<file path="src/rtl/tl_phase_sequencer.sv">
// Two-road traffic light phase sequencer: a Moore FSM with a dwell timer.
// It drives the per-road light codes from the registered phase.
module tl_phase_sequencer #(
    parameter int TW            = 4,
    parameter int MIN_GREEN     = 4,
    parameter int MAX_GREEN     = 12,
    parameter int YELLOW_CYCLES = 2
) (
    input  logic          clk,
    input  logic          reset_n,
    input  logic          ta,
    input  logic          tb,
    output logic [1:0]    la,
    output logic [1:0]    lb,
    output logic [1:0]    phase,
    output logic [TW-1:0] timer
);

    typedef enum logic [1:0] {
        A_GREEN  = 2'b00,
        A_YELLOW = 2'b01,
        B_GREEN  = 2'b11,
        B_YELLOW = 2'b10
    } phase_t;

    localparam logic [1:0] LIGHT_GREEN  = 2'b00;
    localparam logic [1:0] LIGHT_YELLOW = 2'b01;
    localparam logic [1:0] LIGHT_RED    = 2'b10;

    // Timer values on which a transition may be taken (last cycle of a window).
    localparam logic [TW-1:0] MIN_LAST = TW'(MIN_GREEN - 1);
    localparam logic [TW-1:0] MAX_LAST = TW'(MAX_GREEN - 1);
    localparam logic [TW-1:0] YEL_LAST = TW'(YELLOW_CYCLES - 1);

    phase_t        state_q;
    phase_t        state_d;
    logic [TW-1:0] timer_q;
    logic [TW-1:0] timer_d;
    logic          in_green;
    logic          min_done;
    logic          max_done;
    logic          yel_done;

    always_ff @(posedge clk or negedge reset_n) begin
        if (!reset_n) begin
            state_q <= A_GREEN;
            timer_q <= '0;
        end else begin
            state_q <= state_d;
            timer_q <= timer_d;
        end
    end

    always_comb begin
        min_done = (timer_q >= MIN_LAST);
        max_done = (timer_q >= MAX_LAST);
        yel_done = (timer_q == YEL_LAST);
        in_green = (state_q == A_GREEN) || (state_q == B_GREEN);
        state_d  = state_q;

        // A green yields only to cross demand: early if its own road is idle,
        // unconditionally once the maximum dwell is reached.
        case (state_q)
            A_GREEN: begin
                if (tb && ((min_done && !ta) || max_done))
                    state_d = A_YELLOW;
            end
            A_YELLOW: begin
                if (yel_done)
                    state_d = B_GREEN;
            end
            B_GREEN: begin
                if (ta && ((min_done && !tb) || max_done))
                    state_d = B_YELLOW;
            end
            B_YELLOW: begin
                if (yel_done)
                    state_d = A_GREEN;
            end
            default: state_d = A_GREEN;
        endcase

        // Green dwell saturates so a long uncontested green never wraps.
        if (state_d != state_q)
            timer_d = '0;
        else if (in_green && max_done)
            timer_d = timer_q;
        else
            timer_d = timer_q + TW'(1);
    end

    always_comb begin
        la = LIGHT_RED;
        lb = LIGHT_RED;
        case (state_q)
            A_GREEN:  la = LIGHT_GREEN;
            A_YELLOW: la = LIGHT_YELLOW;
            B_GREEN:  lb = LIGHT_GREEN;
            B_YELLOW: lb = LIGHT_YELLOW;
            default: begin
                la = LIGHT_RED;
                lb = LIGHT_RED;
            end
        endcase
    end

    assign phase = state_q;
    assign timer = timer_q;

endmodule

</file>
<file path="config.mk">
export PLATFORM = sky130hd
export DESIGN_NAME = tl_phase_sequencer
export DESIGN_NICKNAME = d
export VERILOG_FILES = /design/src/rtl/tl_phase_sequencer.sv
export SDC_FILE = /design/constraint.sdc
export NUM_CORES = 1
export LEC_CHECK = 0
export ABC_AREA = 1
export BUFFER_PORTS_ARGS = -buffer_cell sky130_fd_sc_hd__buf_2
export CELL_PAD_IN_SITES_DETAIL_PLACEMENT = 0
export CELL_PAD_IN_SITES_GLOBAL_PLACEMENT = 2
export CORE_MARGIN = 4
export CORE_UTILIZATION = 25
export CTS_CLUSTER_SIZE = 25
export DETAILED_ROUTE_END_ITERATION = 12
export PLACE_DENSITY_LB_ADDON = 0.1
export SLEW_MARGIN = 0
export SYNTH_ARGS = -nofsm -noshare
export SYNTH_HDL_FRONTEND = slang
export SYNTH_SLANG_ARGS = --single-unit
</file>
<file path="constraint.sdc">
create_clock -name clk -period 2 [get_ports clk]
set_input_delay 0.1 -clock clk [delete_from_list [all_inputs] [get_ports clk]]
set_output_delay 0.1 -clock clk [all_outputs]
set_load 0.005 [all_outputs]
</file>
### After elaboration in Yosys (flattened, before gate mapping)

Index checks and enable logic that the tools add are counted.
Widths: inputs -> output; s select.

* output and inout port bits: 10
* word-level logic and storage cells: 31
* bits in registers: 6

* add/subtract/negate cells: 1
* reduce and logical (&&, ||, !) cells: 11
* equal/unequal tests: 6
* $lt $le $gt $ge: 2
* multiplexer cells: 9

Operators by type and width (count)
* $mux 2: 4
* $mux 4: 2
* $pmux 2 s2: 2
* $pmux 2 s4: 1
* $logic_and 1x1->1: 5
* $add 4x1->4 const B: 1
* $eq 2x2->1 const B: 2
* $eq 4x1->1 const B: 1
* $ge 4x2->1 const B: 1
* $ge 4x4->1 const B: 1
* $logic_or 1x1->1: 3
* $eq 2x1->1 const B: 1
* $logic_not 1->1: 2
* $logic_not 2->1: 1
* $ne 2x2->1: 1
* $ne 2x2->1 const B: 1

### Longest topological paths before layout

Gate-level depths: netlist (run 1).

* word-level depth: 8
* gate-level depth with buffers: 10

### Worst setup path before layout (run 1)

Ideal clock, no wire load.

* path kind: register to register
* from: reg state_q[0], in the netlist phase[0]
* to: reg timer_q[2], in the netlist timer[2]
* slack: 0.493 ns
* stages on the path, launching flop included: 8
* arrival: 1.387 ns
* required time: 1.880 ns
* cell sequence: dfrtp_1 inv_1 ha_1 nor2_1 inv_1 nand2_1 xor2_1 nor2_1

* longest elaborated chain between the ends: 4
* elaborated cells on any way between the ends: 14

RTL lines
* start, declared: line 35 `phase_t state_q;`
* start signal, assigned: line 49 `state_q <= state_d;`
* $eq 2x2->1 (tied with other cells): line 63 `case (state_q)`
* $pmux 2 s4 or $logic_or 1x1->1 (tied branches): line 63, 58
* $ne 2x2->1 or $logic_and 1x1->1 (tied branches): line 84, 86
* $ne 2x2->1 (no line) or $mux 4 (tied branches)
* end signal, assigned: line 50 `timer_q <= timer_d;`
* end, declared: line 37 `logic [TW-1:0] timer_q;`

Several ways; a longest one is shown, not always the timed one.
A chain may end at the register's enable or synchronous reset.

### Final worst setup path (run 1)

Ends and elaborated chain as after synthesis.

==> metrics.csv, run 1 <==
metric;value;unit
final_common_cell;nand2_1;
end_kind;register;
gp_congestion;0.718;
antenna_cells;0;
grt_use_total;0.0965;
htreeDepth;1;
insertion_delay;240;ps
synth_area_leaders;dfrtp_1 (30%), ha_1 (18%), nand2_1 (11%);
slew_headroom;0.804;
drt.antenna.violating_nets;0;
viasPerCell;4.19;
synthesis.area;499;sq um
syn_inst;69;
fin_util;0.353;
use_met3;0.0171;
path_delay_family;flip-flops;
crit_buf_inv;2;
grt_max_degree;9;
yosysTopAreaCell;dfrtp_1;
status;completed;
crit_arrival;1830;ps
wl_per_cell;10.1;um
fmax;0.589;GHz
die_area;2780;sq um
vdd_drop_max;619;uV
critical-path-slowest-cell;dfrtp_1;
path_class;register to register;
cts_buffers;3;
clk_pin_slew;40;ps
reg2reg_from;phase[0];
start_kind;register;
dieHeight;52.7;um
holdCritPathClass;input port to async pin;
core-area;1800;sq um
dr.pass1.iters;4;
drc_errors;0;
cp_max_fo;8;
r2r-end;timer[2];
area_delta_synth_final;27.3;%
hold_ws;197;ps
synth_top_area_share;0.301;
cts.path.max_buffers;2;
p_per_area;1450;nW/um^2
nFillCells;215;
pin_count;14;
setup_viol;0;
start_util;0.277;
overflow;0;
port_buffers;13;
worst_pin_slew;293;ps
hold_violations;0;
ys_warn_count;0;
ys_seq_area_frac;0.301;
r2r_slack;300;ps
hpwl;949;um
period_share;0.849;
drive_above_1_share;0.253;
final_nets;100;
use_met2;0.140;
use_met1;0.133;
vias;469;
path_cells;inv_1, ha_1, nor2_1, inv_1, nand2_1, xor2_1, nor2_1;
grt_pass1_vias;454;
cts.sinks;6;
antenna_found_initial;0;
cts_tree;built;
cts_setup_buffers;0;
finalSetupTns;0;ps
finalWirelength;1.13;mm
final_area;636;sq um
grt_most_used_layer;met2;
synth_nets;80;
p_leak;0.356;nW
avgSynthCellArea;7.24;sq um
dpl-instance-area;603;sq um
reg2regPathDepth;7;
die_w;52.7;um
slew_violations;0;
worstPathRequired;2130;ps
path_depth;7;
clock_skew;2.23;ps
drt_iter0_markers;11;
max_cap_violations;0;
fin_crit;1700;ps
grt_first_pass_wirelength;1.98;mm
power;0.000919;W
layout_common_cells;nand2_1 (14), buf_2 (13), inv_1 (11);
row_count;15;
ys_types;15;
grt_setup_unrepaired;no;
cpPeakStageDelay;470;ps
clockRootBuffer;clkbuf_4;
ys_ff_latch;6;
==> sequential cells by signal (all words and copies together) (netlist names) <==
| signal | flops |
|---|---|
| timer | 4 |
| phase | 2 |
==> what timing repair did <==
action	4_1_cts	5_1_grt
hold buffers	1	0
endpoints found under the hold margin	6	0
gates resized for setup	0	0
==> metal layers <==
metal | share of wire | wire length [um] | up-vias
met5 | 0 | 0 | -
met4 | 0.015 | 17 | 0
met3 | 0.044 | 50 | 2
met2 | 0.44 | 499 | 12
met1 | 0.50 | 562 | 200
li1 | - | - | 255
==> area by class of cell <==
type                            instances  area (sq um)  share of cell area
Clock buffer                            3          22.5              0.0354
Timing Repair Buffer                   15          82.6               0.130
Multi-Input combinational cell         52           308               0.484
Sequential cell                         6           150               0.236
Tap cell                               25          31.3              0.0492
Inverter                               11          41.3              0.0650
==> power by group <==
part | internal [W] | total (W) | switching [W]
Sequential | 0.000164 | 0.000221 | 0.0000563
Combinational | 0.000243 | 0.000589 | 0.000346
Clock | 0.0000678 | 0.000110 | 0.0000422
Total | 0.000475 | 0.000919 | 0.000444
==> through the flow <==
stage | std cells | worst slack (ps)
after floorplan | 69 | 493
after global placement | 108 | 257
after detailed placement | 108 | 284
after CTS | 112 | 277
after global routing | 112 | 125
final | 112 | 302
==> synth_stat cells <==
cell type	n
nand2_2	2
xor2_1	2
nand3_1	8
o21ai_0	2
a21oi_1	2
nor2_1	8
nand4_1	2
o21ai_1	1
nand2_1	14
inv_1	11
a21boi_1	1
dfrtp_1	6
ha_1	7
nand3_2	1
nor2_2	2
==> how the worst max path moves through the flow <==
| stage | startpoint | endpoint | slack, ps |
|---|---|---|---|
| detailed placement | phase[0] | timer[2] | 280 |
| global route | phase[0] | timer[2] | 120 |
| CTS | phase[0] | timer[2] | 280 |
| floorplan | phase[0] | timer[2] | 490 |
| global placement | phase[0] | timer[2] | 260 |
| finish | phase[0] | timer[2] | 300 |
==> logic make-up after synthesis <==
group,Yosys count,share of synthesized area
DFF,6,0.301
adders and majority gates,7,0.175
xor gates and xnor gates,2,0.0351
and+or+nand+nor,37,0.341
buffers and inverters,11,0.0827
AOI/OAI and AO/OA,6,0.0652
Power figures use the tool's default switching activity.
==> inputs of run 2 (changes only) <==
- clock period: 2 -> 1.65 ns (I/O delays scaled with it)
==> metrics.csv, run 2 (synthesis gave the netlist of run 1 again) <==
metric;value;unit
grt_max_degree;8;
slew_headroom;0.856;
final_nets;107;
viasPerCell;4.17;
cts.sinks;6;
slew_violations;0;
port_buffers;13;
fmax;0.665;GHz
finalSetupTns;0;ps
dr.pass1.iters;4;
clk_pin_slew;40;ps
vias;496;
antenna_cells;0;
drc_errors;0;
p_leak;0.389;nW
p_int;0.000652;W
period_share;0.911;
p_comb_frac;0.702;
pin_count;14;
cts_tree;built;
grt_use_total;0.0965;
antenna_found_initial;0;
layout_common_cells;nand2_1 (14), buf_2 (13), inv_1 (11);
status;completed;
worst_pin_slew;216;ps
drt.antenna.violating_nets;0;
critical-path-slowest-cell;dfrtp_1;
row_count;15;
cp_max_fo;4;
crit_top_cell;nand2_1;
clockRootBuffer;clkbuf_4;
dieHeight;52.7;um
use_met1;0.135;
crit_arrival;1670;ps
grt_first_pass_wirelength;1.95;mm
area_delta_synth_final;39.6;%
worstPathRequired;1820;ps
end_kind;register;
overflow;0;
htreeDepth;1;
p_per_area;1730;nW/um^2
reg2regPathDepth;11;
vdd_drop_max;714;uV
cpPeakStageDelay;370;ps
grt_pass1_vias;434;
hold_violations;0;
drive_above_1_share;0.340;
cts_buffers;3;
largest_reg_flops;4;
gp_congestion;0.691;
insertion_delay;240;ps
use_met2;0.145;
die_area;2780;sq um
holdCritPathClass;input port to async pin;
drt_iter0_markers;12;
fin_crit;1500;ps
hpwl;1.02;mm
clkPwrFrac;0.106;
path_cells;ha_2, buf_4, inv_1, a21boi_1, nand2_1, nand2_1, nand3_1, nand2_1, nor2_2, nand2_2, nor2_1;
cts.path.max_buffers;2;
max_cap_violations;0;
final_common_cell;nand2_1;
start_kind;register;
use_met3;0.00855;
seqPwrFrac;0.192;
setup_viol;0;
grt_most_used_layer;met2;
switching_share;0.461;
switching_power;0.000557;W
clock_skew;0.376;ps
core-area;1800;sq um
path_class;register to register;
die_w;52.7;um
finalWirelength;1.18;mm
power;0.00121;W
start_util;0.277;
wl_per_cell;9.92;um
grt_setup_unrepaired;no;
[run 2: cell count changes in the layout (fill, tap and decap cells not counted)]
cell and delta:
o21ai_1 -1, ha_1 -1, ha_2 +1, o21ai_2 +1
buf_4 +7, nor2_1 -1, nor2_2 +1
[run 2: through the flow]
step	setup WS, ps	utilization	hold WS, ps	cells	cell area [sq um]
after floorplan	143	-	-213	69	499
after global placement	135	0.364	-89.4	115	656
after detailed placement	79.9	0.364	-87.8	115	656
after CTS	68.3	0.382	184	119	688
after global routing	0.416	0.387	197	119	697
final	146	0.387	189	119	697
[run 2: final timing paths]
| check | slack, ps | startpoint | endpoint |
|---|---|---|---|
| worst min-delay path | 190 | reset_n | phase[1] |
| min in group clk | 250 | ta | phase[1] |
| worst min register to register | 640 | timer[3] | timer[3] |
| worst max register to register | 150 | timer[0] | timer[1] |
| worst max-delay path | 150 | timer[0] | timer[1] |
| max in group asynchronous | 1320 | reset_n | timer[1] |
[run 2: critical path: cells and delay by family (launching register included)]
kind | cells | cell delay [ps]
AND/OR/NAND/NOR | 7 | 610
adder cells (fa/ha/maj) | 1 | 200
buffers and inverters | 2 | 200
AO/OA/AOI/OAI | 1 | 60
flip-flops | 1 | 370
[run 2: power by group through the flow]
stage	logic (W)	registers, W	clock network (W)
global placement	0.000861	0.000234	0
global route	0.000981	0.000237	0.000148
CTS	0.000861	0.000231	0.000136
detailed placement	0.000855	0.000233	0
finish	0.000848	0.000232	0.000129
floorplan	0.000481	0.000271	0
[run 2: area by class of cell]
| class | instances | area (sq um) |
|---|---|---|
| repair buffers | 22 | 135 |
| multi-input cells | 52 | 317 |
| flip-flops and latches | 6 | 150 |
| fillers | 204 | 1100 |
| inverters | 11 | 41.3 |
| clock buffers | 3 | 22.5 |
| well taps | 25 | 31.3 |
[run 2: layer usage]
layer	routed length, um	part of all wire
met5	0	0
met2	489	0.41
met3	67	0.057
met1	607	0.51
met4	17	0.014
[run 2: repair_timing]
action / 4_1_cts / 5_1_grt
endpoints found under the setup margin: 0 / 4
hold buffers: 1 / 0
endpoints found under the hold margin: 6 / 0
gates resized for setup: 0 / 3
setup buffers: 0 / 0
